$ cat config.mk
export PLATFORM = sky130hd
export DESIGN_NAME = im_loader
export DESIGN_NICKNAME = d
export VERILOG_FILES = /design/src/rtl/im_loader.sv
export SDC_FILE = /design/constraint.sdc
export NUM_CORES = 1
export LEC_CHECK = 0
export CAP_MARGIN = 20
export CORE_AREA = 2 2 92 94
export DETAILED_ROUTE_END_ITERATION = 10
export DIE_AREA = 0 0 94 96
export GPL_TIMING_DRIVEN = 0
export HOLD_SLACK_MARGIN = 0.05
export PLACE_DENSITY = 0.75
export SLEW_MARGIN = 20
export SYNTH_ARGS = -nofsm -noshare
export SYNTH_HDL_FRONTEND = slang
export SYNTH_SLANG_ARGS = --single-unit
$ cat constraint.sdc
create_clock -name clk -period 2 [get_ports clk]
set_input_delay 0.3 -clock clk [delete_from_list [all_inputs] [get_ports clk]]
set_output_delay 0.3 -clock clk [all_outputs]
set_load 0.05 [all_outputs]
$ cat src/rtl/im_loader.sv
// Instruction-memory loader: receives a framed big-endian byte stream,
// writes 16-bit words to IM at sequential addresses and holds the CPU in
// reset until a complete, legal image has been loaded.
// Optional feature macro: IM_LOADER_CKSUM_EN (adds a trailing 16-bit
// modulo-2^16 checksum of the data words, checked before releasing the CPU).
module im_loader #(
  parameter int unsigned ADDR_W    = 16,
  parameter int unsigned MAX_WORDS = 1024
) (
  input  logic              clk,
  input  logic              rst_n,
  input  logic              start,
  input  logic [7:0]        rx_data,
  input  logic              rx_valid,
  output logic              rx_ready,
  output logic              wr_en,
  output logic [ADDR_W-1:0] wr_addr,
  output logic [15:0]       wr_data,
  output logic              cpu_rst_n,
  output logic              busy,
  output logic              done,
  output logic              err
);

  localparam int unsigned BYTE_W = 8;
  localparam int unsigned WORD_W = 16;
  localparam int unsigned CNT_W  = 16;

  typedef enum logic [3:0] {
    S_IDLE,
    S_CNT_HI,
    S_CNT_LO,
    S_DAT_HI,
    S_DAT_LO,
`ifdef IM_LOADER_CKSUM_EN
    S_CK_HI,
    S_CK_LO,
`endif
    S_DONE,
    S_ERR
  } state_t;

  state_t              state;
  logic [BYTE_W-1:0]   hi_byte;
  logic [CNT_W-1:0]    cnt;
  logic [CNT_W-1:0]    idx;
`ifdef IM_LOADER_CKSUM_EN
  logic [WORD_W-1:0]   sum;
`endif

  logic                accept;
  logic [CNT_W-1:0]    hdr;
  logic [WORD_W-1:0]   word;
  logic                last_word;

  // Byte acceptance window is a pure function of state.
  always_comb begin
    rx_ready = 1'b0;
    case (state)
      S_CNT_HI, S_CNT_LO, S_DAT_HI, S_DAT_LO: rx_ready = 1'b1;
`ifdef IM_LOADER_CKSUM_EN
      S_CK_HI, S_CK_LO:                       rx_ready = 1'b1;
`endif
      default:                                rx_ready = 1'b0;
    endcase
  end

  // Helpers: handshake, assembled header/word, last-word detect.
  always_comb begin
    accept    = rx_valid && rx_ready;
    hdr       = {cnt[CNT_W-1:BYTE_W], rx_data};
    word      = {hi_byte, rx_data};
    last_word = ((idx + CNT_W'(1)) == cnt);
  end

  // Loader FSM with registered outputs.
  always_ff @(posedge clk or negedge rst_n) begin
    if (!rst_n) begin
      state     <= S_IDLE;
      hi_byte   <= '0;
      cnt       <= '0;
      idx       <= '0;
`ifdef IM_LOADER_CKSUM_EN
      sum       <= '0;
`endif
      wr_en     <= 1'b0;
      wr_addr   <= '0;
      wr_data   <= '0;
      cpu_rst_n <= 1'b0;
      busy      <= 1'b0;
      done      <= 1'b0;
      err       <= 1'b0;
    end else begin
      wr_en <= 1'b0;
      case (state)
        S_IDLE, S_DONE, S_ERR: begin
          if (start) begin
            state     <= S_CNT_HI;
            busy      <= 1'b1;
            done      <= 1'b0;
            err       <= 1'b0;
            cpu_rst_n <= 1'b0;
            idx       <= '0;
`ifdef IM_LOADER_CKSUM_EN
            sum       <= '0;
`endif
          end
        end
        S_CNT_HI: begin
          if (accept) begin
            cnt   <= {rx_data, cnt[BYTE_W-1:0]};
            state <= S_CNT_LO;
          end
        end
        S_CNT_LO: begin
          if (accept) begin
            cnt <= hdr;
            if (32'(hdr) > MAX_WORDS) begin
              state <= S_ERR;
              err   <= 1'b1;
              busy  <= 1'b0;
            end else if (hdr == '0) begin
`ifdef IM_LOADER_CKSUM_EN
              state <= S_CK_HI;
`else
              state     <= S_DONE;
              done      <= 1'b1;
              busy      <= 1'b0;
              cpu_rst_n <= 1'b1;
`endif
            end else begin
              state <= S_DAT_HI;
            end
          end
        end
        S_DAT_HI: begin
          if (accept) begin
            hi_byte <= rx_data;
            state   <= S_DAT_LO;
          end
        end
        S_DAT_LO: begin
          if (accept) begin
            wr_en   <= 1'b1;
            wr_data <= word;
            wr_addr <= ADDR_W'(idx);
            idx     <= idx + CNT_W'(1);
`ifdef IM_LOADER_CKSUM_EN
            sum     <= sum + word;
`endif
            if (last_word) begin
`ifdef IM_LOADER_CKSUM_EN
              state <= S_CK_HI;
`else
              state     <= S_DONE;
              done      <= 1'b1;
              busy      <= 1'b0;
              cpu_rst_n <= 1'b1;
`endif
            end else begin
              state <= S_DAT_HI;
            end
          end
        end
`ifdef IM_LOADER_CKSUM_EN
        S_CK_HI: begin
          if (accept) begin
            hi_byte <= rx_data;
            state   <= S_CK_LO;
          end
        end
        S_CK_LO: begin
          if (accept) begin
            busy <= 1'b0;
            if (word == sum) begin
              state     <= S_DONE;
              done      <= 1'b1;
              cpu_rst_n <= 1'b1;
            end else begin
              state <= S_ERR;
              err   <= 1'b1;
            end
          end
        end
`endif
        default: state <= S_IDLE;
      endcase
    end
  end

endmodule

==> flow_metrics.py, run 1 <==
metrics = {
    "placement": {
        "place_area_um2": 4590,
        "place.gp.congestion": 0.854,
        "hpwlAfterDp_um": 6480,
        "port_buffers": 49,
    },
    "critical_path": {
        "max_stage_delay_ns": 0.42,
        "crit_fanout": 4,
        "slowest_stage": "dfrtp_1",
        "required_ns": 2.25,
        "crit_arrival_ns": 2.36,
        "crit_chain": "buf_6 -> and4_1 -> nand2_2 -> xnor2_2 -> nand4_1 -> nor4_2 -> nand4_2 -> o31a_1",
        "startpoint_type": "register",
        "criticalPathCategory": "register to register",
        "end_kind": "register",
    },
    "global_routing": {
        "grt_max_degree": 56,
        "grt_first_pass_wirelength_um": 15800,
        "grt_pass1_vias": 3285,
        "track_usage_pct": 22.8,
        "grt-ovfl-total": 0,
        "grt_antenna_before_repair": 0,
    },
    "timing": {
        "fmax_mhz": 474,
        "layout_min_cycle_time_ns": 2.11,
        "finalWorstSetupSlack_ns": -0.108,
        "drv_slew": 0,
        "period_share_pct": 105,
        "rsz0062_at_grt": "true",
        "setup_viol": 3,
        "hold_viol_final": 0,
        "worst_pin_slew_ns": 0.574,
        "slew_headroom_pct": 61.7,
        "skew_ns": 0.0112,
    },
    "routing": {
        "wl_per_cell_um": 15.8,
        "routed-via-count": 3273,
        "drtAntennaViolNets": 0,
        "drtPass1Iterations": 4,
        "drt_iter0_drc": 152,
        "drt-vias-per-instance": 5.45,
        "route.detailed.drc": 0,
        "routed_wl_um": 9510,
    },
    "run_status": {
        "status": "finished with violations",
        "violations": "negative setup slack",
    },
    "power_and_ir_drop": {
        "leakage_uw": 0.00227,
        "power_uw": 6690,
        "sw_frac_of_total_pct": 42.2,
        "switching_power_uw": 2820,
        "power.internal_uw": 3870,
        "p_clk_share_pct": 18.5,
        "ir_drop_v": 0.00121,
        "power_frac_comb_pct": 44.3,
        "seqPwrFrac_pct": 37.2,
        "p_per_area_nw_per_um2": 1340,
    },
    "floorplan": {
        "die_h_um": 96,
        "die_w_um": 94,
        "pin_count": 50,
        "die_area_um2": 9020,
        "row_count": 33,
        "start_util_pct": 49.0,
        "core_um2": 8050,
    },
    "worst_hold_path": {
        "hold_class": "input pin to asynchronous set/reset pin",
    },
    "synthesis": {
        "synth-seq-area-share_pct": 50.1,
        "synth_edf_count": 0,
        "synth_largest_area_cell": "dfrtp_1",
        "syn_area_per_cell_um2": 9.42,
        "ys_warn_count": 0,
        "synth.net_count": 432,
        "netlist_area_um2": 3950,
        "synthCells": 419,
        "synthFlopType": "dfrtp_1",
        "synth_area_leaders": "dfrtp_1 50%, nand2_1 11%, mux2_2 6.9%",
        "synth_cell_type_count": 53,
        "synth.top_cell.area_share_pct": 50.1,
        "async_reset_ff_share_pct": 100,
        "ys_ff_latch": 79,
    },
    "final_layout": {
        "final_nets": 504,
        "layout.cells.most_common_list": "118 x nand2_1, 77 x dfrtp_1, 47 x clkdlybuf4s50_1, 25 x nor2_1",
        "syn2layout_area_growth_pct": 27.0,
        "final_common_cell": "nand2_1",
        "nFillCells": 699,
        "fin_area_um2": 5010,
        "diodes": 0,
        "final_layout_size_suffix_gt1_share_pct": 19.8,
    },
    "clocking": {
        "cts-root-buf": "clkbuf_8",
        "clock_path_buffers": 2,
        "cts_tree": "done",
        "clk-insertion-delay-late_ns": 0.36,
        "htreeDepth": 3,
        "clk_pin_slew_ns": 0.09,
        "cts_buffers": 9,
        "cts_sinks": 79,
    },
    "job": {
        "cap_violations": 0,
    },
}
power groups by stage:
stage,Combinational [uW],Clock (uW),Sequential [uW]
floorplan,1370,0,3100
global route,3190,1330,2560
CTS,2980,1250,2460
finish,2960,1240,2490
global placement,2800,0,2470
detailed placement,2870,0,2490
cells by family after synthesis:
kind of cell / count (synthesis) / synth area share (%)
AND/OR/NAND/NOR: 193 / 23.3
XOR/XNOR: 21 / 4.66
buffers and inverters: 30 / 3.46
adder cells (fa/ha/maj): 1 / 0.317
multiplexers: 25 / 7.10
flip-flops: 79 / 50.1
AO/OA/AOI/OAI: 70 / 11.0
synthesized netlist by cell type, types with 3 or more instances:
library cell,n
nand2b_1,3
a31oi_1,4
xor2_1,6
buf_4,4
o21a_1,3
dfrtp_1,79
xnor2_1,15
nor2b_1,4
clkbuf_1,15
buf_2,6
nor3_2,3
nand2_1,119
nand4_1,3
o21ai_0,26
nand3_1,7
inv_1,3
o31ai_1,8
a21oi_1,13
nor2_1,28
mux2_2,24
metal layers:
metal | global-route usage, % | vias up | part of all wire, %
met5 | 0 | - | 0
met4 | 8.33 | 0 | 1.7
met3 | 5.09 | 17 | 4.9
met2 | 38.0 | 90 | 50
met1 | 29.5 | 1588 | 43
li1 | - | 1578 | -
final timing paths:
path | start | to | slack (ns) | cells past startpoint
min in group clk | hi_byte[2] | wr_data[10] | 0.47 | 2
worst max-delay path | idx[0] | state[1] | -0.11 | 8
worst min register to register | hi_byte[2] | wr_data[10] | 0.47 | 2
worst min-delay path | rst_n | wr_addr[5] | 0.38 | 2
max in group asynchronous | rst_n | wr_data[8] | 1.04 | 3
worst max register to register | idx[0] | state[1] | -0.11 | 8
state kept, by name, indices dropped and copies added, names as in the netlist:
register and cells:
wr_en 1, cnt 16, state 3, done 1, busy 1, hi_byte 8, err 1, wr_addr 16
wr_data 16, idx 16
critical path, delay by kind of cell (launching register included):
family | cells | cell delay (ns)
AO/OA/AOI/OAI | 1 | 0.28
AND/OR/NAND/NOR | 5 | 1.01
buffers and inverters | 1 | 0.14
XOR/XNOR | 1 | 0.16
flip-flops | 1 | 0.42
area by class of cell:
cell class / instances / area, um2 / share of cell area (%)
tap: 105 / 131 / 2.62
multi-input combinational: 310 / 1920 / 38.3
clock inverter: 7 / 80.1 / 1.60
timing repair buffer: 62 / 621 / 12.4
clock buffer: 9 / 124 / 2.47
sequential: 79 / 1980 / 39.5
inverter: 3 / 11.3 / 0.225
buffer: 26 / 145 / 2.90
stage by stage:
stage | std cells | utilization, % | TNS [ns] | hold WS [ns] | setup WS, ns
floorplan | 419 | - | 0 | 0.00441 | 0.00102
finish | 601 | 62.2 | -0.201 | 0.384 | -0.108
global route | 601 | 62.2 | -0.615 | 0.412 | -0.217
global placement | 573 | 56.7 | -177.45 | 0.442 | -2.09
CTS | 601 | 61.9 | -0.0651 | 0.396 | -0.0542
detailed placement | 574 | 57.0 | -13.85 | 0.235 | -0.466
what timing repair did:
action / 4_1_cts / 5_1_grt
gates cloned: 0 / 0
gates resized for setup: 34 / 11
endpoints found under the hold margin: 24 / 0
pin swaps: 8 / 4
setup buffers: 10 / 1
setup endpoints to repair: 18 / 55
hold buffers: 1 / 0
Power figures use the tool's default switching activity.
==> run 2, diff against run 1 <==
- ABC_CLOCK_PERIOD_IN_PS: unset -> 2000
- GPL_TIMING_DRIVEN: 0 -> unset
- REMOVE_ABC_BUFFERS: unset -> 1
==> run 2 against run 1 <==
Compared with the run above: the run still ends with negative setup slack left; non-clock buffer count grew 21; register-to-register slack is essentially flat; worst setup slack lost 0.014 ns; sequential cell count is the same; critical path depth is the same; worst hold slack gained 0.032 ns; sequential power grew 2%; wire length grew 1.1%; critical endpoint unchanged; maximum frequency shrank 0.68%; die area is the same; clock skew grew 0.00058 ns; cell count grew 3.5%.
==> flow_metrics.py, run 2 (same netlist as run 1, synthesis figures left out) <==
metrics = {
    "run_status": {
        "status": "finished with violations",
        "violations": "negative setup slack",
    },
    "final_layout": {
        "final_cells": 622,
        "diodes": 0,
        "final_layout_size_suffix_gt1_share_pct": 24.6,
        "nFillCells": 671,
        "fin_area_um2": 5210,
        "syn2layout_area_growth_pct": 32.0,
        "final_nets": 525,
        "final_common_cell": "nand2_1",
        "layout.cells.most_common_list": "119 x nand2_1, 75 x dfrtp_1, 55 x buf_4, 47 x clkdlybuf4s50_1, 27 x nor2_1",
    },
    "timing": {
        "drv_slew": 0,
        "rsz0062_at_grt": "true",
        "hold_viol_final": 0,
        "finalWorstSetupSlack_ns": -0.122,
        "worst_pin_slew_ns": 0.516,
        "period_share_pct": 106,
        "skew_ns": 0.0118,
        "setup_viol": 4,
        "fmax_mhz": 471,
        "tns_ns": -0.296,
        "layout_min_cycle_time_ns": 2.12,
        "slew_headroom_pct": 65.5,
        "whs_ns": 0.417,
    },
    "floorplan": {
        "pin_count": 50,
        "die_w_um": 94,
        "start_util_pct": 49.0,
        "die_area_um2": 9020,
        "row_count": 33,
        "die_h_um": 96,
        "core_um2": 8050,
    },
    "placement": {
        "post-place-cells": 602,
        "port_buffers": 49,
        "place_area_um2": 4910,
        "hpwlAfterDp_um": 6570,
        "place.gp.congestion": 0.897,
    },
    "global_routing": {
        "grt_pass1_vias": 3289,
        "grt_antenna_before_repair": 0,
        "grt-ovfl-total": 0,
        "track_usage_pct": 22.5,
        "grt_first_pass_wirelength_um": 15700,
        "grt_max_degree": 36,
    },
    "job": {
        "cap_violations": 0,
    },
    "worst_hold_path": {
        "hold_class": "input pin to asynchronous set/reset pin",
    },
    "clocking": {
        "cts_sinks": 79,
        "htreeDepth": 3,
        "clock_path_buffers": 2,
        "clk_pin_slew_ns": 0.09,
        "cts-root-buf": "clkbuf_8",
        "cts_tree": "done",
        "clk-insertion-delay-late_ns": 0.37,
        "cts_buffers": 9,
    },
    "power_and_ir_drop": {
        "p_per_area_nw_per_um2": 1290,
        "power.internal_uw": 3830,
        "power_frac_comb_pct": 45.6,
        "seqPwrFrac_pct": 37.7,
        "p_clk_share_pct": 16.7,
        "power_uw": 6710,
        "leakage_uw": 0.00239,
        "switching_power_uw": 2870,
        "ir_drop_v": 0.00118,
        "sw_frac_of_total_pct": 42.9,
    },
    "routing": {
        "wl_per_cell_um": 15.5,
        "drtAntennaViolNets": 0,
        "drt-vias-per-instance": 5.51,
        "route.detailed.drc": 0,
        "drtPass1Iterations": 4,
        "routed_wl_um": 9620,
        "drt_iter0_drc": 213,
        "routed-via-count": 3430,
    },
    "critical_path": {
        "criticalPathCategory": "register to register",
        "startpoint_type": "register",
        "required_ns": 2.26,
        "crit_fanout": 8,
        "end_kind": "register",
        "crit_arrival_ns": 2.38,
        "crit_start": "idx[0]",
        "reg2reg_from": "idx[0]",
    },
}
[run 2: changes by cell type in the layout (fill, tap and decap cells not counted), moves of 4 or more]
cell / previous run / this run
buf_12: 0 / 4
buf_2: 4 / 0
buf_4: 15 / 55
clkbuf_1: 8 / 1
clkbuf_2: 4 / 0
[run 2: power by group through the flow]
stage	combinational, uW	clock (uW)	sequential [uW]
3_3_place_gp	2930	0	2500
4_1_cts	3040	1130	2510
3_5_place_dp	2990	0	2530
5_1_grt	3280	1200	2600
2_1_floorplan	1200	0	3200
6_report	3060	1120	2530
[run 2: worst max-delay path, stage by stage, from the launching register on]
cell,delay (ns)
dfrtp_2,0.44
ha_4,0.22
nand3_4,0.11
nor3_2,0.18
o21a_1,0.15
a21oi_1,0.05
nor4_2,0.35
nand4_2,0.23
o31a_1,0.29
[run 2: metal layers]
layer | track usage (%) | routed length, um | part of all wire (%)
met1 | 29.8 | 4250 | 44
met2 | 36.5 | 4740 | 49
met3 | 4.62 | 429 | 4.5
met4 | 9.42 | 199 | 2.1
met5 | 0 | 0 | 0
[run 2: cell type report]
cell class	instances	area, um2	area share, %
tap	105	131	2.52
timing repair buffer	109	996	19.1
inverter	3	11.3	0.216
clock inverter	6	52.6	1.01
multi-input combinational	310	1910	36.6
clock buffer	10	128	2.45
sequential	79	1980	38.0
[run 2: path summary, 6_finish.rpt]
kind	endpoint	slack [ns]	cells after the start
max reg2reg	state[1]	-0.12	8
max	state[1]	-0.12	8
min	hi_byte[1]	0.42	2
min in group clk	wr_data[11]	0.47	2
min reg2reg	wr_data[11]	0.47	2
max in group asynchronous	wr_data[13]	0.99	3
[run 2: timing repair]
| item | in CTS | in global routing |
|---|---|---|
| hold buffers | 1 | 0 |
| gates resized for setup | 17 | 8 |
| pin swaps | 8 | 4 |
| endpoints found under the setup margin | 4 | 5 |
| setup buffers | 3 | 0 |
| hold endpoints to repair | 33 | 0 |
[run 2: per-stage QoR]
stage	setup slack (ns)	utilization, %
after floorplan	-1.21	-
after global placement	-0.126	61.0
after detailed placement	-0.231	61.0
after CTS	-0.0650	64.4
after global routing	-0.187	64.7
final	-0.122	64.7
